==> src/rtl/fetch_buffer_ctrl.sv <==
// Fetch buffer controller: sequences enq/deq/clear strobes for the fetch buffer FIFOs,
// keeps the per-packet lane masks and tracks partial consumption of the head packet.
module fetch_buffer_ctrl #(
  parameter int FETCH_WIDTH = 4,
  parameter int DEPTH       = 8
) (
  input  logic                         clock,
  input  logic                         reset,
  input  logic                         fetch_valid,
  input  logic [FETCH_WIDTH-1:0]       fetch_mask,
  output logic                         fetch_ready,
  output logic                         buf_enq,
  output logic                         buf_deq,
  output logic                         buf_clear,
  output logic                         dec_valid,
  output logic [FETCH_WIDTH-1:0]       dec_mask,
  input  logic [FETCH_WIDTH-1:0]       dec_take,
  input  logic                         redirect,
  output logic [$clog2(DEPTH+1)-1:0]   count
);

  localparam int PTR_W = $clog2(DEPTH);
  localparam int CNT_W = $clog2(DEPTH+1);

  localparam logic [0:0]             ST_RUN    = 1'b0;
  localparam logic [0:0]             ST_FLUSH  = 1'b1;
  localparam logic [CNT_W-1:0]       CNT_ZERO  = {CNT_W{1'b0}};
  localparam logic [CNT_W-1:0]       CNT_ONE   = CNT_W'(1'b1);
  localparam logic [CNT_W-1:0]       CNT_FULL  = CNT_W'(DEPTH);
  localparam logic [PTR_W-1:0]       PTR_ZERO  = {PTR_W{1'b0}};
  localparam logic [PTR_W-1:0]       PTR_ONE   = PTR_W'(1'b1);
  localparam logic [FETCH_WIDTH-1:0] MASK_ZERO = {FETCH_WIDTH{1'b0}};

  logic [0:0]             state_r;
  logic [PTR_W-1:0]       wr_ptr_r;
  logic [PTR_W-1:0]       rd_ptr_r;
  logic [CNT_W-1:0]       count_r;
  logic [FETCH_WIDTH-1:0] consumed_r;
  logic [FETCH_WIDTH-1:0] mask_r [DEPTH];

  logic                   run_s;
  logic [FETCH_WIDTH-1:0] head_s;
  logic [FETCH_WIDTH-1:0] take_s;
  logic                   fire_s;
  logic                   pop_s;

  // Handshake, head view and strobe decode; strobes are held low while reset is asserted
  always_comb begin
    run_s       = (state_r == ST_RUN) && !redirect;
    fetch_ready = run_s && (count_r < CNT_FULL);
    dec_valid   = run_s && (count_r != CNT_ZERO);
    head_s      = mask_r[rd_ptr_r];
    if (dec_valid) begin
      dec_mask = head_s & ~consumed_r;
    end else begin
      dec_mask = MASK_ZERO;
    end
    take_s    = dec_take & dec_mask;
    pop_s     = reset && (take_s != MASK_ZERO) && ((dec_mask & ~take_s) == MASK_ZERO);
    fire_s    = reset && fetch_valid && fetch_ready && (fetch_mask != MASK_ZERO);
    buf_enq   = fire_s;
    buf_deq   = pop_s;
    buf_clear = (state_r == ST_FLUSH);
    count     = count_r;
  end

  // Control state: FSM, pointers, occupancy and head consumption
  always_ff @(posedge clock or negedge reset) begin
    if (!reset) begin
      state_r    <= ST_RUN;
      wr_ptr_r   <= PTR_ZERO;
      rd_ptr_r   <= PTR_ZERO;
      count_r    <= CNT_ZERO;
      consumed_r <= MASK_ZERO;
    end else begin
      case (state_r)
        ST_RUN: begin
          if (redirect) begin
            state_r    <= ST_FLUSH;
            wr_ptr_r   <= PTR_ZERO;
            rd_ptr_r   <= PTR_ZERO;
            count_r    <= CNT_ZERO;
            consumed_r <= MASK_ZERO;
          end else begin
            if (fire_s) begin
              wr_ptr_r <= wr_ptr_r + PTR_ONE;
            end
            if (pop_s) begin
              rd_ptr_r   <= rd_ptr_r + PTR_ONE;
              consumed_r <= MASK_ZERO;
            end else begin
              consumed_r <= consumed_r | take_s;
            end
            if (fire_s && !pop_s) begin
              count_r <= count_r + CNT_ONE;
            end else if (!fire_s && pop_s) begin
              count_r <= count_r - CNT_ONE;
            end
          end
        end
        ST_FLUSH: begin
          if (redirect) begin
            state_r <= ST_FLUSH;
          end else begin
            state_r <= ST_RUN;
          end
        end
        default: begin
          state_r    <= ST_RUN;
          wr_ptr_r   <= PTR_ZERO;
          rd_ptr_r   <= PTR_ZERO;
          count_r    <= CNT_ZERO;
          consumed_r <= MASK_ZERO;
        end
      endcase
    end
  end

  // Lane-mask storage, one entry per buffered packet
  always_ff @(posedge clock or negedge reset) begin
    if (!reset) begin
      for (int i = 0; i < DEPTH; i++) begin
        mask_r[i] <= MASK_ZERO;
      end
    end else if (fire_s) begin
      mask_r[wr_ptr_r] <= fetch_mask;
    end
  end

endmodule

==> config.mk <==
export PLATFORM = sky130hd
export DESIGN_NAME = fetch_buffer_ctrl
export DESIGN_NICKNAME = d
export VERILOG_FILES = /design/src/rtl/fetch_buffer_ctrl.sv
export SDC_FILE = /design/constraint.sdc
export NUM_CORES = 1
export LEC_CHECK = 0
export ABC_AREA = 0
export CAP_MARGIN = 10
export CORE_ASPECT_RATIO = 0.75
export CORE_MARGIN = 10
export CORE_UTILIZATION = 56
export CTS_CLUSTER_DIAMETER = 50
export DETAILED_ROUTE_END_ITERATION = 16
export PLACE_DENSITY = 0.79
export SYNTH_ARGS = -nofsm -noshare
export SYNTH_HDL_FRONTEND = slang
export SYNTH_SLANG_ARGS = --single-unit
==> constraint.sdc <==
create_clock -name clock -period 5.1 [get_ports clock]
set_clock_uncertainty 0.2 [all_clocks]
set_input_delay 1.02 -clock clock [delete_from_list [all_inputs] [get_ports clock]]
set_output_delay 1.02 -clock clock [all_outputs]
set_load 0.005 [all_outputs]
==> results of run 1 <==
cell families (layout without fill, tap and decap cells):
logic type / after synthesis / count (layout) / share of synthesized area
muxes: 49 / 49 / 0.252
AOI/OAI and AO/OA: 21 / 21 / 0.0624
xor gates and xnor gates: 3 / 3 / 0.0113
buffers and inverters: 14 / 43 / 0.0296
and+or+nand+nor: 48 / 48 / 0.109
DFF: 47 / 47 / 0.506
adders and majority gates: 5 / 5 / 0.0301
final timing paths:
path                             start          to  cells past startpoint
setup / recovery              redirect     buf_deq                      6
setup reg to reg           rd_ptr_r[0]    count[3]                     12
min in group asynchronous        reset   buf_clear                      1
hold reg to reg             mask_r[29]  mask_r[29]                      1
max in group asynchronous        reset  mask_r[22]                      2
hold / removal              mask_r[29]  mask_r[29]                      1
metal layers:
metal | vias to the layer above | share of wire | routed length [um] | global-route usage
li1 | 738 | - | - | -
met1 | 765 | 0.47 | 2320 | 0.192
met2 | 33 | 0.47 | 2310 | 0.235
met3 | 7 | 0.044 | 219 | 0.0394
met4 | 0 | 0.015 | 74 | 0.0605
met5 | - | 0 | 0 | 0
metrics by stage:
step           hold WS (ns)  power [mW]  worst slack (ns)  std cells  utilization
6_report              0.311        1.05             0.346        271        0.670
4_1_cts               0.313        1.06             0.367        271        0.670
2_1_floorplan         0.263       0.713              1.25        187            -
3_5_place_dp          0.294       0.829             0.377        263        0.648
3_3_place_gp          0.282       0.815             0.487        263        0.648
5_1_grt               0.320        1.12             0.174        271        0.670
state kept, by name, summed over array words and instances, names as in the netlist:
register / cells
mask_r: 32
consumed_r: 4
count: 4
rd_ptr_r: 3
wr_ptr_r: 3
buf_clear: 1
cells in the mapped netlist:
master	instances
sky130_fd_sc_hd__a21o_1	2
sky130_fd_sc_hd__a21oi_1	7
sky130_fd_sc_hd__a221o_1	1
sky130_fd_sc_hd__a222oi_1	1
sky130_fd_sc_hd__a22o_1	1
sky130_fd_sc_hd__a2bb2oi_1	3
sky130_fd_sc_hd__a31oi_1	1
sky130_fd_sc_hd__and2_1	1
sky130_fd_sc_hd__and3_1	4
sky130_fd_sc_hd__and3_4	1
sky130_fd_sc_hd__and4b_1	1
sky130_fd_sc_hd__buf_2	1
sky130_fd_sc_hd__buf_6	2
sky130_fd_sc_hd__clkbuf_1	2
sky130_fd_sc_hd__dfrtp_1	47
sky130_fd_sc_hd__fa_1	1
sky130_fd_sc_hd__ha_1	4
sky130_fd_sc_hd__inv_1	8
sky130_fd_sc_hd__inv_2	1
sky130_fd_sc_hd__mux2_2	32
sky130_fd_sc_hd__mux2_4	1
sky130_fd_sc_hd__mux2i_1	12
sky130_fd_sc_hd__mux4_2	4
sky130_fd_sc_hd__nand2_1	13
sky130_fd_sc_hd__nand2b_1	3
sky130_fd_sc_hd__nand3_1	2
sky130_fd_sc_hd__nand3b_1	2
sky130_fd_sc_hd__nand4_1	1
sky130_fd_sc_hd__nand4b_1	1
sky130_fd_sc_hd__nor2_1	11
sky130_fd_sc_hd__nor2b_1	1
sky130_fd_sc_hd__nor3_1	2
sky130_fd_sc_hd__nor3b_1	1
sky130_fd_sc_hd__nor4_1	1
sky130_fd_sc_hd__nor4b_1	1
sky130_fd_sc_hd__o21ai_0	3
sky130_fd_sc_hd__o21bai_1	1
sky130_fd_sc_hd__o41a_1	1
sky130_fd_sc_hd__or3_1	1
sky130_fd_sc_hd__or4_1	1
sky130_fd_sc_hd__xnor2_1	3
worst max-delay path, stage by stage:
cell	delay [ns]
sky130_fd_sc_hd__clkdlybuf4s50_1	0.49
sky130_fd_sc_hd__nor3_1	0.57
sky130_fd_sc_hd__and4b_1	0.36
sky130_fd_sc_hd__o41a_1	0.16
sky130_fd_sc_hd__and3_1	0.36
sky130_fd_sc_hd__clkdlybuf4s50_1	0.57
final cells by class:
class                           count  area [sq um]
Clock inverter                      2          17.5
Multi-Input combinational cell    126          1080
Fill cell                         323          1330
Clock buffer                        6          72.6
Inverter                            9          33.8
Sequential cell                    47          1180
Timing Repair Buffer               26           250
Tap cell                           55          68.8
power breakdown:
| group | internal (mW) | switching [mW] | total [mW] |
|---|---|---|---|
| sequential | 0.429 | 0.0626 | 0.492 |
| clock | 0.0985 | 0.129 | 0.228 |
| combinational | 0.184 | 0.147 | 0.331 |
==> run_results.csv, run 1 <==
group,metric,value,unit
synth,yosysSeqAreaShare,0.506,
die,die_width,94.4,um
clock_tree,clock_latency,0.31,ns
clock_tree,cts-root-buf,"sky130_fd_sc_hd__clkbuf_8",
global_routing,grt_max_degree,36,
placement,place_congestion,0.825,
clock_tree,cts-htree-levels,2,
global_routing,first_global_vias,1599,
global_routing,track_usage,0.149,
layout,area.growth.synth_to_final,16.1,%
min_path,worstHoldPathType,"reg2reg",
timing,timing_max_transition_violations_final,0,
synth,yosys.area.top_type_share,0.506,
die,core_region_area,0.00403,sq mm
drt,dr_total_vias,1543,
critical_path,setup.worst_path.start_class,"input pin",
global_routing,globalRouteOverflowTotal,0,
drt,vias_per_cell,5.69,
drt,detail-route-antenna-nets,0,
clock_tree,cts-root-to-sink-buffers,2,
synth,synth_cells,187,
synth,synth_top_cell_by_area,"sky130_fd_sc_hd__dfrtp_1",
clock_tree,clkSlewWorstSetupHoldPaths,0.08,ns
power_and_ir_drop,ir_drop,188,uV
synth,synth.top_cells.by_area,"sky130_fd_sc_hd__dfrtp_1 51%, sky130_fd_sc_hd__mux2_2 15%, sky130_fd_sc_hd__mux2i_1 5.2%",
timing,timing.final.crit_share,0.932,
synth,synth_nets,204,
layout,final_common_cell,"sky130_fd_sc_hd__dfrtp_1",
outcome,run_status,"completed",
layout,nNetsFinal,232,
drt,routed_wire_length_per_instance,18.2,um
clock_tree,hold_fix_buffers_cts,0,
die,start_util,0.577,
critical_path,worstPathArrival,3.53,ns
critical_path,crit_required,3.88,ns
timing,finalSetupViolCount,0,
timing,setup-tns-final,0,ns
critical_path,r2r_setup_slack,0.98,ns
die,design.portCount,25,
run,max_cap_violations,0,
drt,drcViolationCount,0,
layout,drive_above_1_share,0.227,
layout,antenna_cells_inserted,0,
layout,mostFrequentLayoutCells,"47 x sky130_fd_sc_hd__dfrtp_1, 32 x sky130_fd_sc_hd__mux2_2, 23 x sky130_fd_sc_hd__clkdlybuf4s50_1",
timing,rsz0062_at_grt,"no",
placement,placed_wire_length_estimate_after_detailed_placement,3720,um
synth,synth_area_per_cell,12.4,sq um
drt,finalWirelength,4920,um
layout,design_area,0.00270,sq mm
synth,ys.warnings.count,0,
die,dieHeight,75.8,um
synth,netlist-cell-type-count,41,
clock_tree,clock_buffers_created_by_tritoncts,5,
clock_tree,post_cts_buffers,0,
placement,placed_area,0.00261,sq mm
timing,worstMarginPinSlew,0.695,ns
die,number_of_placement_rows,20,
power_and_ir_drop,power.static_leakage,1.27,nW
clock_tree,tritoncts,"yes",
critical_path,critPathKind,"in2out",
critical_path,worst_setup_path_end_kind,"primary output",
clock_tree,cts_sinks,47,
synth,syn-cell-area,0.00233,sq mm
timing,timing.final.crit_period,4.75,ns
synth,number_of_flip_flops_and_latches_in_the_synthesized_netlist,47,
placement,io_buffer_count,24,
global_routing,grt_first_pass_wirelength,8160,um
power_and_ir_drop,powerDensity,389,mW/mm^2
drt,drt-pass1-iter-count,4,
global_routing,grt_antenna_before_repair,0,
drt,initialDrtViolationCount,104,
timing,report.final.hold_viol_count,0,
clock_tree,cts.repair.resized,0,
die,die_area,0.00716,sq mm
timing,timing.fmax,210,MHz
critical_path,crit_path_max_fanout,10,
timing,max_slew_margin_vs_limit,0.535,
No activity file was read; power rests on OpenSTA's default activity.
==> run 2, diff against run 1 <==
- CTS_CLUSTER_SIZE: default -> 20
==> results of run 2 <==
No change in the layout: final DEF, timing and power equal those of run 1.
==> run 3, diff against run 2 <==
- CORE_UTILIZATION: 56 -> 58
- CTS_BUF_LIST: default -> sky130_fd_sc_hd__clkbuf_2
- MAX_ROUTING_LAYER: default -> met4
- PLACE_DENSITY: 0.79 -> 0.82
==> run_results.csv, run 3 (synthesis gave the netlist of run 1 again) <==
group,metric,value,unit
global_routing,first_global_vias,1653,
placement,placed_wire_length_estimate_after_detailed_placement,3860,um
critical_path,setup.worst_path.start_class,"input pin",
die,number_of_placement_rows,19,
layout,final_common_cell,"sky130_fd_sc_hd__dfrtp_1",
drt,detail-route-antenna-nets,0,
critical_path,worstSetupPathDepth,6,
critical_path,crit_required,3.88,ns
critical_path,path_buf_inv,2,
timing,timing.final.crit_period,4.79,ns
critical_path,crit_path_max_fanout,10,
die,design.portCount,25,
layout,design_area,0.00265,sq mm
critical_path,worstPathArrival,3.57,ns
critical_path,timing.rr.start,"rd_ptr_r[0]",
outcome,run_status,"completed",
clock_tree,clock_latency,0.43,ns
drt,routed_wire_length_per_instance,18.8,um
layout,area.growth.synth_to_final,14.0,%
critical_path,crit_top_cell,"sky130_fd_sc_hd__clkdlybuf4s50_1",
layout,mostFrequentLayoutCells,"47 x sky130_fd_sc_hd__dfrtp_1, 32 x sky130_fd_sc_hd__mux2_2, 23 x sky130_fd_sc_hd__clkdlybuf4s50_1",
critical_path,cp_slowest_cell,"sky130_fd_sc_hd__nor3_1",
timing,finalSetupViolCount,0,
layout,number_of_flip_flops_under_the_largest_register_name,32,
placement,io_buffer_count,24,
global_routing,globalRouteOverflowTotal,0,
placement,placed_area,0.00261,sq mm
clock_tree,cts-root-buf,"sky130_fd_sc_hd__clkbuf_2",
clock_tree,tritoncts,"yes",
power_and_ir_drop,powerDensity,370,mW/mm^2
global_routing,grt_max_degree,36,
critical_path,timing.critical_path.from,"redirect",
critical_path,worstReg2RegEnd,"count[3]",
clock_tree,hold_fix_buffers_cts,0,
global_routing,grt_antenna_before_repair,0,
power_and_ir_drop,ir_drop,176,uV
clock_tree,cts-htree-levels,2,
layout,nNetsFinal,232,
power_and_ir_drop,power.static_leakage,1.25,nW
timing,timing.final.crit_share,0.940,
layout,drive_above_1_share,0.227,
drt,drt-pass1-iter-count,4,
clock_tree,cts.repair.resized,0,
critical_path,worst_setup_path_end_kind,"primary output",
placement,place_congestion,0.916,
clock_tree,cts-root-to-sink-buffers,2,
die,die_area,0.00697,sq mm
timing,rsz0062_at_grt,"no",
layout,fin_util,0.706,
drt,vias_per_cell,5.89,
die,dieHeight,74.8,um
timing,timing_max_transition_violations_final,0,
die,start_util,0.619,
die,core_region_area,0.00376,sq mm
timing,report.final.hold_viol_count,0,
critical_path,critPathKind,"in2out",
critical_path,path_cells,"clkdlybuf4s50_1 -> nor3_1 -> and4b_1 -> o41a_1 -> and3_1 -> clkdlybuf4s50_1",
layout,regMostFlops,"mask_r",
timing,timing.fmax,209,MHz
clock_tree,clkSlewWorstSetupHoldPaths,0.23,ns
clock_tree,post_cts_buffers,0,
timing,max_slew_margin_vs_limit,0.550,
drt,finalWirelength,5030,um
clock_tree,clock_buffers_created_by_tritoncts,5,
layout,antenna_cells_inserted,0,
drt,dr_total_vias,1579,
timing,worstMarginPinSlew,0.674,ns
layout,num-fill-cells,287,
clock_tree,cts_sinks,47,
drt,initialDrtViolationCount,139,
timing,setup-tns-final,0,ns
global_routing,track_usage,0.160,
critical_path,r2r_setup_slack,0.95,ns
critical_path,worst_path_largest_cell_delay,0.59,ns
critical_path,cp_top_family,"simple AND/OR/NAND/NOR gates",
critical_path,reg2regPathDepth,12,
min_path,worstHoldPathType,"in2async",
die,die_width,93.1,um
drt,drcViolationCount,0,
global_routing,grt_first_pass_wirelength,8380,um
run,max_cap_violations,0,
[run 3: cell count changes in the layout (fill, tap and decap cells not counted)]
cell / previous run / this run
sky130_fd_sc_hd__clkbuf_1: 1 / 0
sky130_fd_sc_hd__clkbuf_2: 0 / 5
sky130_fd_sc_hd__clkbuf_8: 5 / 0
sky130_fd_sc_hd__clkinv_1: 0 / 1
sky130_fd_sc_hd__clkinv_4: 2 / 1
sky130_fd_sc_hd__clkinvlp_4: 0 / 1
[run 3: where the power goes]
group / internal [mW] / total (mW) / switching (mW)
clock: 0.0329 / 0.156 / 0.123
sequential: 0.429 / 0.492 / 0.0629
combinational: 0.184 / 0.334 / 0.151
[run 3: area by class of cell]
class                   count  area [sq um]  share of cell area
inverters                   9          33.8              0.0127
clock inverters             3          20.0             0.00755
clock buffers               5          25.0             0.00944
well taps                  52          65.1              0.0245
multi-input cells         126          1080               0.408
repair buffers             26           250              0.0944
flip-flops and latches     47          1180               0.444
[run 3: through the flow]
step	instances	worst slack [ns]	power, mW	hold slack [ns]
floorplan	187	1.25	0.713	0.263
global placement	260	0.471	0.815	0.282
detailed placement	260	0.341	0.833	0.294
CTS	268	0.322	0.985	0.251
global route	268	0.128	1.05	0.223
finish	268	0.306	0.982	0.252
[run 3: worst max-delay path by stage]
stage                     to
detailed placement   buf_deq
global placement     buf_deq
global route         buf_deq
finish               buf_deq
CTS                  buf_deq
floorplan           count[3]
[run 3: per-layer routing]
| metal | GRT usage | up-vias | share of wire | wire length (um) |
|---|---|---|---|---|
| met5 | - | - | 0 | 0 |
| met4 | 0.0546 | 0 | 0.013 | 63 |
| met3 | 0.0437 | 6 | 0.058 | 291 |
| met2 | 0.250 | 42 | 0.46 | 2340 |
| met1 | 0.197 | 790 | 0.47 | 2340 |
| li1 | - | 741 | - | - |
